--- config.mk ---
export PLATFORM = sky130hd
export DESIGN_NAME = if_stage
export DESIGN_NICKNAME = d
export VERILOG_FILES = /design/src/rtl/if_stage.sv
export SDC_FILE = /design/constraint.sdc
export NUM_CORES = 1
export LEC_CHECK = 0
export BUFFER_PORTS_ARGS = -buffer_cell sky130_fd_sc_hd__buf_2
export CORE_MARGIN = 1
export CORE_UTILIZATION = 30
export CTS_CLUSTER_DIAMETER = 50
export DETAILED_ROUTE_END_ITERATION = 10
export GPL_ROUTABILITY_DRIVEN = 1
export GPL_TIMING_DRIVEN = 0
export PLACE_DENSITY_LB_ADDON = 0.12
export SYNTH_ARGS = -nofsm -noshare
export SYNTH_HDL_FRONTEND = slang
export SYNTH_SLANG_ARGS = --single-unit
--- constraint.sdc ---
create_clock -name clk -period 2.7 [get_ports clk]
set_clock_uncertainty 0.2 [all_clocks]
set_input_delay 0.405 -clock clk [delete_from_list [all_inputs] [get_ports clk]]
set_output_delay 0.405 -clock clk [all_outputs]
set_load 0.01 [all_outputs]
--- src/rtl/if_stage.sv ---
// Instruction fetch stage: BOOT/FETCH/WAIT fetch FSM, PC, IF/ID register.
// Ports: clk/rst, hazard controls, redirect inputs, imem handshake, IF/ID outputs, stats.
module if_stage #(
    parameter logic [31:0] RESET_PC = 32'h0000_0000
) (
    input  logic        clk,
    input  logic        rst,
    input  logic        pcwrite,
    input  logic        if_id_write,
    input  logic [1:0]  pcsrc,
    input  logic        if_id_reg_flush,
    input  logic [31:0] branch_target,
    output logic        imem_req,
    output logic [31:0] imem_addr,
    input  logic        imem_ready,
    input  logic [31:0] imem_rdata,
    output logic [31:0] pc,
    output logic [31:0] if_id_instr,
    output logic [31:0] if_id_pc_plus4,
    output logic        if_id_valid,
    output logic [5:0]  OPC,
    output logic [5:0]  func,
    output logic [4:0]  if_id_rs,
    output logic [4:0]  if_id_rt,
    output logic [31:0] stat_fetched,
    output logic [31:0] stat_bubbles
);

    typedef enum logic [1:0] {BOOT, FETCH, WAIT} state_t;

    typedef struct packed {
        logic [31:0] instr;
        logic [31:0] pc_plus4;
        logic        valid;
    } if_id_t;

    state_t      state;
    if_id_t      if_id;
    logic        br_sel;
    logic        jmp_sel;
    logic        redirect;
    logic        accept;
    logic        bubble;
    logic [31:0] pc_plus4;
    logic [31:0] jump_target;
    logic [31:0] next_pc;

    assign imem_req  = (state != BOOT);
    assign imem_addr = pc;

    assign br_sel   = pcwrite & (pcsrc == 2'b01);
    assign jmp_sel  = pcwrite & (pcsrc == 2'b10);
    assign redirect = br_sel | jmp_sel;
    // Redirect wins: the in-flight word belongs to the wrong path.
    assign accept   = imem_req & imem_ready & if_id_write
                    & pcwrite & ~redirect;
    assign bubble   = if_id_write & (if_id_reg_flush | ~accept);

    assign pc_plus4    = pc + 32'd4;
    assign jump_target = {if_id.pc_plus4[31:28],
                          if_id.instr[25:0], 2'b00};

    always_comb begin
        next_pc = pc;
        unique case (1'b1)
            br_sel:  next_pc = branch_target & ~32'h3;
            jmp_sel: next_pc = jump_target;
            accept:  next_pc = pc_plus4;
            default: next_pc = pc;
        endcase
    end

    always_ff @(posedge clk) begin
        if (!rst) begin
            state        <= BOOT;
            pc           <= RESET_PC & ~32'h3;
            if_id        <= '0;
            stat_fetched <= '0;
            stat_bubbles <= '0;
        end else begin
            unique case (state)
                BOOT:    state <= FETCH;
                FETCH:   state <= imem_ready ? FETCH : WAIT;
                WAIT:    state <= (imem_ready | redirect) ? FETCH : WAIT;
                default: state <= BOOT;
            endcase
            pc <= next_pc;
            if (bubble) begin
                if_id        <= '0;
                stat_bubbles <= stat_bubbles + 32'd1;
            end else if (accept) begin
                if_id <= '{instr: imem_rdata,
                           pc_plus4: pc_plus4,
                           valid: 1'b1};
            end
            if (accept)
                stat_fetched <= stat_fetched + 32'd1;
        end
    end

    assign if_id_instr    = if_id.instr;
    assign if_id_pc_plus4 = if_id.pc_plus4;
    assign if_id_valid    = if_id.valid;

    assign OPC      = if_id.instr[31:26];
    assign func     = if_id.instr[5:0];
    assign if_id_rs = if_id.instr[25:21];
    assign if_id_rt = if_id.instr[20:16];

endmodule
======== Word-level counts from Yosys, hierarchy flattened ========
Cells that the tools add are included.
operators by class
  eq/ne operators ......................... 4
  bitwise operators ....................... 13
  add/sub/neg operators ................... 3
  reduce and logical (&&, ||, !) cells .... 4
  mux-type cells .......................... 4
operators with widths
  operator                                                          number
  32-bit case mux with 3 select lines                               1
  32-bit by 1-bit adder with 32-bit output (second input constant)  2
  32-bit by 3-bit adder with 32-bit output (second input constant)  1
  1-bit bitwise AND                                                 7
  2-bit case mux with 3 select lines                                1
  2-bit by 1-bit == test with 1-bit output (second input constant)  2
  2-bit == test (second input constant)                             2
  2-bit 2-to-1 mux                                                  2
  1-bit NOT                                                         3
  1-bit bitwise OR                                                  3
  3-bit nonzero test                                                1
  2-bit zero test                                                   1
  2-bit nonzero test                                                1
  2-bit OR reduction                                                1
storage, ports and cells
  bits in registers ....................... 163
  output and inout port bits .............. 216
  input bits .............................. 72
  word-level logic and storage cells ...... 35

======== Depth between registers and ports, before layout ========
Gate-level depths: netlist of the first run.
  depth in word-level cells ............... 9
  gate-level depth with buffers ........... 8
  gate-level depth less buffers ........... 6

======== Least setup slack after synthesis of the first run ========
Ideal clock, no wire load.
  path type ............................... register to register
  start point ............................. register pc[2], in the netlist imem_addr[2]
  end point ............................... register pc[30], in the netlist imem_addr[30]
  clock period less this slack ............ 2.414 ns
  setup time .............................. 0.133 ns
  arrival time ............................ 2.081 ns
  slack ................................... 0.286 ns
  stages on the path, launching flop included .. 8
  path buffers ............................ 1
  required time ........................... 2.367 ns
  cell sequence ........................... dfxtp_1 > ha_1 > nand3_2 > or4_4 > buf_6 > nor4_4 > and4_1 > nor4_1
on the way
  longest elaborated chain between the ends .. 2
ends and longest elaborated chain
  item                                      line  RTL
  from (decl)                               17    output logic [31:0] pc,
  from (signal assigned)                    76    pc <= RESET_PC & ~32'h3;
  from (signal assigned)                    87    pc <= next_pc;
  32-bit by 3-bit adder with 32-bit output  59    assign pc_plus4 = pc + 32'd4;
  32-bit case mux with 3 select lines       65    unique case (1'b1)
No other way between the ends.
A chain may end at the register's enable or synchronous reset.

======== Worst setup path after layout of the first run ========
  start point ............................. register pc[10], in the netlist imem_addr[10]
  end point ............................... register pc[31], in the netlist imem_addr[31]
The elaborated chain is that of the path after synthesis.

==> metrics.txt, run 1 <==
worst slew pin tran about 840 ps; clk buf depth 2; Boundary Pins between 200 and 300; relative slew slack 0.437; # rows 59; HP Class in -> reg; vias in the first global route between 7000 and 8000; max-capacitance violation count 0; die area 27400 µm²; worst hold path endpoint if_id_instr[26]$_SDFFE_PP0P_; fill cell count 2819; worst path arrival time 2620 ps; Seq cells post-synth 159; Max Freq about 0.39 GHz; Initial Utilization 0.307; Max Slew Vio Count 0; number of CTS-inserted buffers 17; failing checks design-rule violations; final cycle utilization of the critical path 0.940; htree depth 4; ys flop type dfxtp_1; Sink Count 159; FF-to-FF End imem_addr[31]$_SDFFE_PN0P_; reg2reg setup slack between 150 and 200 ps; Setup Viol. Count Final 0; Post-Syn Area 8030 µm²; Chip Width between 150 and 200 µm; gr usage total 0.212; VDD IR max around 0.00029 V; Fin. Hold Viols 0; crit path time final about 2500 ps; clk root buf clkbuf_16; Vias approximately 8000; DRC 56; area delta synth->final 32.1%; worst path bufs/invs 0; layout cells sized above 1 0.323; total leakage power between 4 and 5 nW; Worst Path Required between 2000 and 3000 ps; Post-DP Area ~9900 µm²; initial antenna violation count 4; Final Net Count roughly 1300; synth unique cells 64; cells after synthesis just under 1000; CTS tree yes; Cell Chain, Critical Path nand4_2 -> nor4_4 -> nand4_1 -> o2111ai_1 -> o311ai_0; largest net degree at the start of global routing 17; RR Startpoint imem_addr[10]$_SDFFE_PN0P_; CP peak stage delay roughly 580 ps; mean post-synth cell area 8.35 µm²; WS Path Type reg -> reg; cell family with most CP delay simple AND/OR/NAND/NOR gates; post-route ant nets 0; Core Util, Final 0.406; power consumption ~5.4 mW; fin area around 11000 µm²; endpoint class of the critical path flip-flop; RSZ-0062 raised after global routing true; Reg2Reg Depth 5; Cells after DPL approximately 1600; sequential share of the synthesized area 0.396; remaining global-route overflow 0; status finished with violations; Vias/cell around 4.9; wire per inst 18.1 µm; slowest stage cell, crit path dfxtp_1; final WL 29400 µm; Non-Filler Instances approximately 1600; Critical Path Start Type flip-flop; Skew-Pair Late Insertion Delay between 400 and 500 ps; crit path max fanout 8; FFs w/ async S/R, synth 0; Post-synth EDFFs 0; DP Wirelength 22500 µm; Clock transition at path regs 80 ps; First-pass DRT Iterations 8; drt initial violations roughly 570; worst hold path startpoint imem_rdata[26]; Core Region around 26000 µm²; die height 166 µm; GPL Wtd Cong 0.860; port bufs approximately 280; global-route wire length before repair approximately 45000 µm; Power Density between 500 and 600 nW/µm²; Hold Path Depth 3; worst hold slack 8.66 ps; Warnings, synthesis 0
power breakdown:
group / total (mW) / switching [mW] / internal (mW)
Combinational: 0.437 / 0.267 / 0.170
Sequential: 2.42 / 0.0431 / 2.37
Clock: 2.55 / 1.12 / 1.42
cell usage in the layout, fill, tap and decap left out, types with 16 or more instances in the layout:
| cell | n |
|---|---|
| clkbuf_16 | 17 |
| nand3_1 | 37 |
| a21oi_1 | 58 |
| a22oi_1 | 18 |
| nand2_1 | 120 |
| xnor2_1 | 45 |
| nand4_1 | 34 |
| o21ai_0 | 16 |
| nor3_1 | 16 |
| clkbuf_1 | 47 |
| buf_2 | 282 |
| xor2_1 | 44 |
| buf_4 | 62 |
| a211oi_1 | 27 |
| dfxtp_1 | 156 |
| nor2_1 | 96 |
Yosys cell counts, drive strengths merged (5+ instances only):
library cell  instances  area, µm²
a22oi                18        135
nand2               120        450
buf                  70        509
a21oi                58        290
and4                 10       87.6
nor4b                 6       52.6
or3                   9       56.3
a22o                  7       61.3
nor4                 20        174
nand4                36        238
xor2                 45        402
a211oi               31        248
xnor2                45        394
nor3                 17       90.1
o31ai                 5       37.5
o21a                  6       45.0
dfxtp               159       3180
or4                   8       67.6
a222oi                5       50.1
nor2                 97        364
inv                  11       41.3
and2                  6       37.5
o22ai                10       62.6
clkbuf               54        205
and3                 11       68.8
nand3                39        205
o21ai                16       80.1
metal layers:
layer | GRT usage | up-vias | part of all wire
met5 | 0 | - | 0.00044
met4 | 0.0565 | 2 | 0.013
met3 | 0.0499 | 23 | 0.073
met2 | 0.333 | 266 | 0.45
met1 | 0.291 | 3757 | 0.46
li1 | - | 3982 | -
cell families (layout without fill, tap and decap cells):
kind of cell / after synthesis / count (layout) / synth area share
mux: 2 / 2 / 0.00249
flops: 159 / 159 / 0.396
other cells: 1 / 10 / 0.000467
simple gates: 389 / 389 / 0.245
xor+xnor: 90 / 90 / 0.0991
buf+inv: 136 / 453 / 0.0946
compound gates: 182 / 182 / 0.158
fa+ha+maj: 3 / 3 / 0.00467
final cells by class:
cell class                      instances  area, µm²  share of cell area
Timing Repair Buffer                  285       1460               0.138
Antenna cell                            4       10.0            0.000944
Inverter                               12       45.0             0.00425
Tap cell                              335        419              0.0395
Sequential cell                       159       3190               0.301
Multi-Input combinational cell        672       4150               0.391
Buffer                                124        721              0.0679
Clock inverter                         14        176              0.0166
Clock buffer                           18        439              0.0414
tightest hold or removal path: cells and delay by family:
family,cells,cell delay [ps]
AO/OA/AOI/OAI,1,50
buffers and inverters,1,100
AND/OR/NAND/NOR,1,50
what timing repair did:
action                                  in CTS  in global routing
pin swaps                                    0                  2
hold buffers                                 5                  1
endpoints found under the hold margin        5                  1
endpoints found under the setup margin      82                 71
setup buffers                                0                  2
resized for setup                            6                 15
registers in the layout (all words and copies together) (netlist names):
signal,cells
stat_fetched,32
state,2
if_id_pc_plus4,30
stat_bubbles,32
if_id_valid,1
if_id_instr,32
imem_addr,30
worst max path at each step:
| stage | cells past startpoint | to | from | slack, ps |
|---|---|---|---|---|
| after floorplan | 7 | imem_addr[30]$_SDFFE_PN0P_ | imem_addr[2]$_SDFFE_PN0P_ | 290 |
| after global placement | 8 | stat_fetched[5]$_SDFFE_PN0P_ | pcwrite | -340 |
| after detailed placement | 8 | if_id_instr[29]$_SDFFE_PP0P_ | pcwrite | -370 |
| after CTS | 6 | if_id_pc_plus4[24]$_SDFFE_PP0P_ | state[0]$_SDFF_PN0_ | 20 |
| after global routing | 7 | stat_bubbles[22]$_SDFFE_PN0P_ | state[0]$_SDFF_PN0_ | -30 |
| final | 5 | imem_addr[31]$_SDFFE_PN0P_ | imem_addr[10]$_SDFFE_PN0P_ | 160 |
stage by stage:
step,setup WS (ps),TNS [ps]
2_1_floorplan,286,0
3_3_place_gp,-340,-18310
3_5_place_dp,-372,-20650
4_1_cts,17.8,0
5_1_grt,-29.7,-58.3
6_report,161,0
Note: power is estimated with default switching activity, not from simulation.
==> run 2, diff against run 1 <==
- ABC_AREA: unset -> 1
- TNS_END_PERCENT: unset -> 5
- clock period: 2.7 -> 2.4 ns (I/O delays scaled with it)
==> run 2 against run 1 <==
The flow now finishes without violations. Setup slack lost 42 ps. First-iteration DRC count shrank 14%. Sequential share of layout area shrank 2.7 points. Core utilization shrank 0.11 points. Final cell count grew 32%. Sequential power grew 16%. Global-route usage grew 1.5 points. Clock-buffer cell count shrank 1. Area after synthesis grew 8.8%. Worst hold slack gained 12 ps. Sequential cell count is the same. Critical path type is now in -> reg.
==> metrics.txt, run 2 <==
status completed (was finished with violations); VDD IR max 0.000454 V (was 0.000291 V); share of the synthesized area in the top cell type 0.364 (was 0.396); Max Freq approximately 0.44 GHz; Worst Path Required 2510 ps (was 2790 ps); remaining global-route overflow 0 (unchanged); worst slew pin tran 719 ps (was 843 ps); metal3 WL 1600 µm (was 2150 µm); htree depth 4 (unchanged); Clock transition at path regs 80 ps (about the same); Vias/cell 4.64 (was 4.95); reg2reg setup slack 200 ps (was 160 ps); final WL 34100 µm (was 29400 µm); gr usage total 0.228 (was 0.212); Setup Fix Bufs, Post-CTS 0 (unchanged); RR Startpoint imem_addr[2]$_SDFFE_PN0P_ (was imem_addr[10]$_SDFFE_PN0P_); clk root buf clkbuf_16 (unchanged); area delta synth->final 33.0% (was 32.1%); HP Class in -> reg (unchanged); port bufs 279 (was 277); most frequent cells in the layout nand2_1, buf_2, nor2_1 (was buf_2, dfxtp_1, nand2_1); Reg2Reg Depth 9 (was 5); Initial Utilization 0.304 (was 0.307); layout cells sized above 1 0.236 (was 0.323); post-route ant nets 0 (unchanged); count leader, synth nand2_1 (was dfxtp_1); setup TNS 0 ps (unchanged); initial antenna violation count 2 (was 4); mean post-synth cell area 6.21 µm² (was 8.35 µm²); CP peak stage delay 550 ps (was 580 ps); die area 29800 µm² (was 27400 µm²); final cycle utilization of the critical path 0.951; Boundary Pins 288 (unchanged); Core Region 28700 µm² (was 26100 µm²); cell family with most CP delay buffers and inverters (was simple AND/OR/NAND/NOR gates); Max Slew Vio Count 0 (unchanged); commonest non-fill, non-tap cell in the layout nand2_1 (was buf_2); Max Used Layer met4 (was met5); FF-to-FF End imem_addr[30]$_SDFFE_PN0P_ (was imem_addr[31]$_SDFFE_PN0P_); sequential share of the synthesized area 0.364 (was 0.396); Setup Viol. Count Final 0 (unchanged); crit path max fanout 10 (was 8); crit path time final 2280 ps; slowest stage cell, crit path dlygate4sd3_1 (was dfxtp_1); # rows 62 (was 59); Warnings, synthesis 0 (unchanged); endpoint class of the critical path flip-flop (unchanged); clk buf depth 2 (unchanged); relative slew slack 0.521 (was 0.437); Final Net Count 1823 (was 1346); worst hold path startpoint branch_target[31] (was imem_rdata[26]); power consumption 6.29 mW (was 5.40 mW); met2 WL 16700 µm (was 13300 µm); worst hold path endpoint imem_addr[31]$_SDFFE_PN0P_ (was if_id_instr[26]$_SDFFE_PP0P_); Post-Syn Area 8740 µm² (was 8030 µm²); Cell Chain, Critical Path dlygate4sd3_1 -> buf_2 -> nand3_1 -> inv_1 -> nand2_1 -> nor2_1 -> nor2_1 -> buf_2 -> a21oi_1 -> a21oi_1 (was nand4_2 -> nor4_4 -> nand4_1 -> o2111ai_1 -> o311ai_0); Fin. Hold Viols 0 (unchanged); wire per inst 15.9 µm (was 18.1 µm); DRC 0 (was 56); GPL Wtd Cong 0.903 (was 0.860); Cells after DPL 2075 (was 1579); top cell type by total area after synthesis dfxtp_1 (unchanged); Non-Filler Instances 2147 (was 1623); Seq cells post-synth 159 (unchanged); worst path arrival time 2400 ps (was 2620 ps); Hold Path Depth 3 (unchanged); Post-synth EDFFs 0 (unchanged); max-capacitance violation count 0 (unchanged); total leakage power 5.13 nW (was 4.52 nW); largest net degree at the start of global routing 19 (was 17); die height 173 µm (was 166 µm); Skew-Pair Late Insertion Delay 430 ps (about the same); Chip Width 173 µm (was 166 µm); synth unique cells 30 (was 64); Power Density 542 nW/µm² (was 509 nW/µm²); RSZ-0062 raised after global routing true (unchanged); Critical Path Start Type input port (was flip-flop); wl on met1 15200 µm (was 13600 µm); Vias 9961 (was 8030); Synth top cells by count nand2_1, nor2_1, dfxtp_1 (was dfxtp_1, nand2_1, nor2_1); First-pass DRT Iterations 6 (was 8); cells after synthesis 1407 (was 962); WS Path Type in -> reg (was reg -> reg); global-route wire length before repair 52400 µm (was 44700 µm); top cells by area, synth dfxtp_1, nand2_1, a21oi_1 (was dfxtp_1, buf_4, nand2_1); ys flop type dfxtp_1 (unchanged); Sink Count 159 (unchanged); DP Wirelength 26900 µm (was 22500 µm); worst hold slack 20.8 ps (was 8.66 ps); number of CTS-inserted buffers 17 (unchanged); worst path bufs/invs 4 (was 0); drt initial violations 489 (was 566); FFs w/ async S/R, synth 0 (unchanged); Core Util, Final 0.405 (was 0.406); vias in the first global route 9140 (was 7433); CTS tree yes (unchanged)
-- run 2: cell types whose count changed after synthesis, sizes merged, moves of 30 or more --
cell | previous run | this run
nand2 | 120 | 502
nor2 | 97 | 193
a21oi | 58 | 153
inv | 11 | 95
nand3 | 39 | 91
clkbuf | 54 | 14
xnor2 | 45 | 5
xor2 | 45 | 11
o21ai | 16 | 48
a211oi | 31 | 0
nand4 | 36 | 6
-- run 2: how the worst max path moves through the flow --
stage | end | cells past startpoint | startpoint | slack, ps
after floorplan | imem_addr[26]$_SDFFE_PN0P_ | 9 | imem_addr[2]$_SDFFE_PN0P_ | 590
after global placement | imem_addr[22]$_SDFFE_PN0P_ | 9 | imem_addr[2]$_SDFFE_PN0P_ | 180
after detailed placement | imem_addr[22]$_SDFFE_PN0P_ | 9 | imem_addr[2]$_SDFFE_PN0P_ | 140
after CTS | imem_addr[17]$_SDFFE_PN0P_ | 10 | imem_ready | 90
after global routing | imem_addr[26]$_SDFFE_PN0P_ | 10 | imem_ready | -10
final | imem_addr[21]$_SDFFE_PN0P_ | 10 | imem_ready | 120
-- run 2: worst reg2reg max path: stages (launching register included) --
cell and delay, ps:
dfxtp_1 470, ha_1 230, nand2_1 90, nor2_2 240, nand2_1 210, nor2_1 300, nand2_1 90, nand2_1 60
nand3_1 100, a21oi_1 140
-- run 2: repair_timing --
action	CTS	global route
setup endpoints to repair	0	7
endpoints found under the hold margin	39	0
hold buffers	38	0
gates resized for setup	0	4
-- run 2: cell families (layout without fill, tap and decap cells) --
logic type | Yosys count | after routing | share of synthesized area
XOR/XNOR | 16 | 16 | 0.0160
buffers and inverters | 204 | 553 | 0.118
other | 1 | 8 | 0.000429
adder cells (fa/ha/maj) | 3 | 3 | 0.00430
AND/OR/NAND/NOR | 804 | 804 | 0.366
flip-flops | 159 | 159 | 0.364
AO/OA/AOI/OAI | 220 | 220 | 0.130
-- run 2: through the flow --
step	setup WS, ps	cell area (µm²)
after detailed placement	135	10600
final	119	11600
after floorplan	594	8760
after CTS	90.6	11600
after global placement	183	10600
after global routing	-10.0	11600
-- run 2: per-layer routing --
metal  vias to the layer above  track usage
li1                       5101            -
met3                        33       0.0407
met5                         -            0
met4                         0       0.0634
met1                      4563        0.289
met2                       264        0.393
-- run 2: where the power goes --
part | internal [mW] | switching (mW) | total [mW]
clock network | 1.40 | 1.35 | 2.75
registers | 2.70 | 0.113 | 2.81
logic | 0.319 | 0.417 | 0.735
total | 4.42 | 1.88 | 6.29
-- run 2: cell type report --
| cell class | instances | area (µm²) |
|---|---|---|
| Fill cell | 3198 | 17100 |
| Multi-Input combinational cell | 1049 | 4550 |
| Sequential cell | 159 | 3180 |
| Timing Repair Buffer | 317 | 1780 |
| Buffer | 109 | 678 |
| Tap cell | 384 | 480 |
| Clock buffer | 17 | 425 |
| Inverter | 95 | 357 |
| Clock inverter | 15 | 165 |
| Antenna cell | 2 | 5.00 |
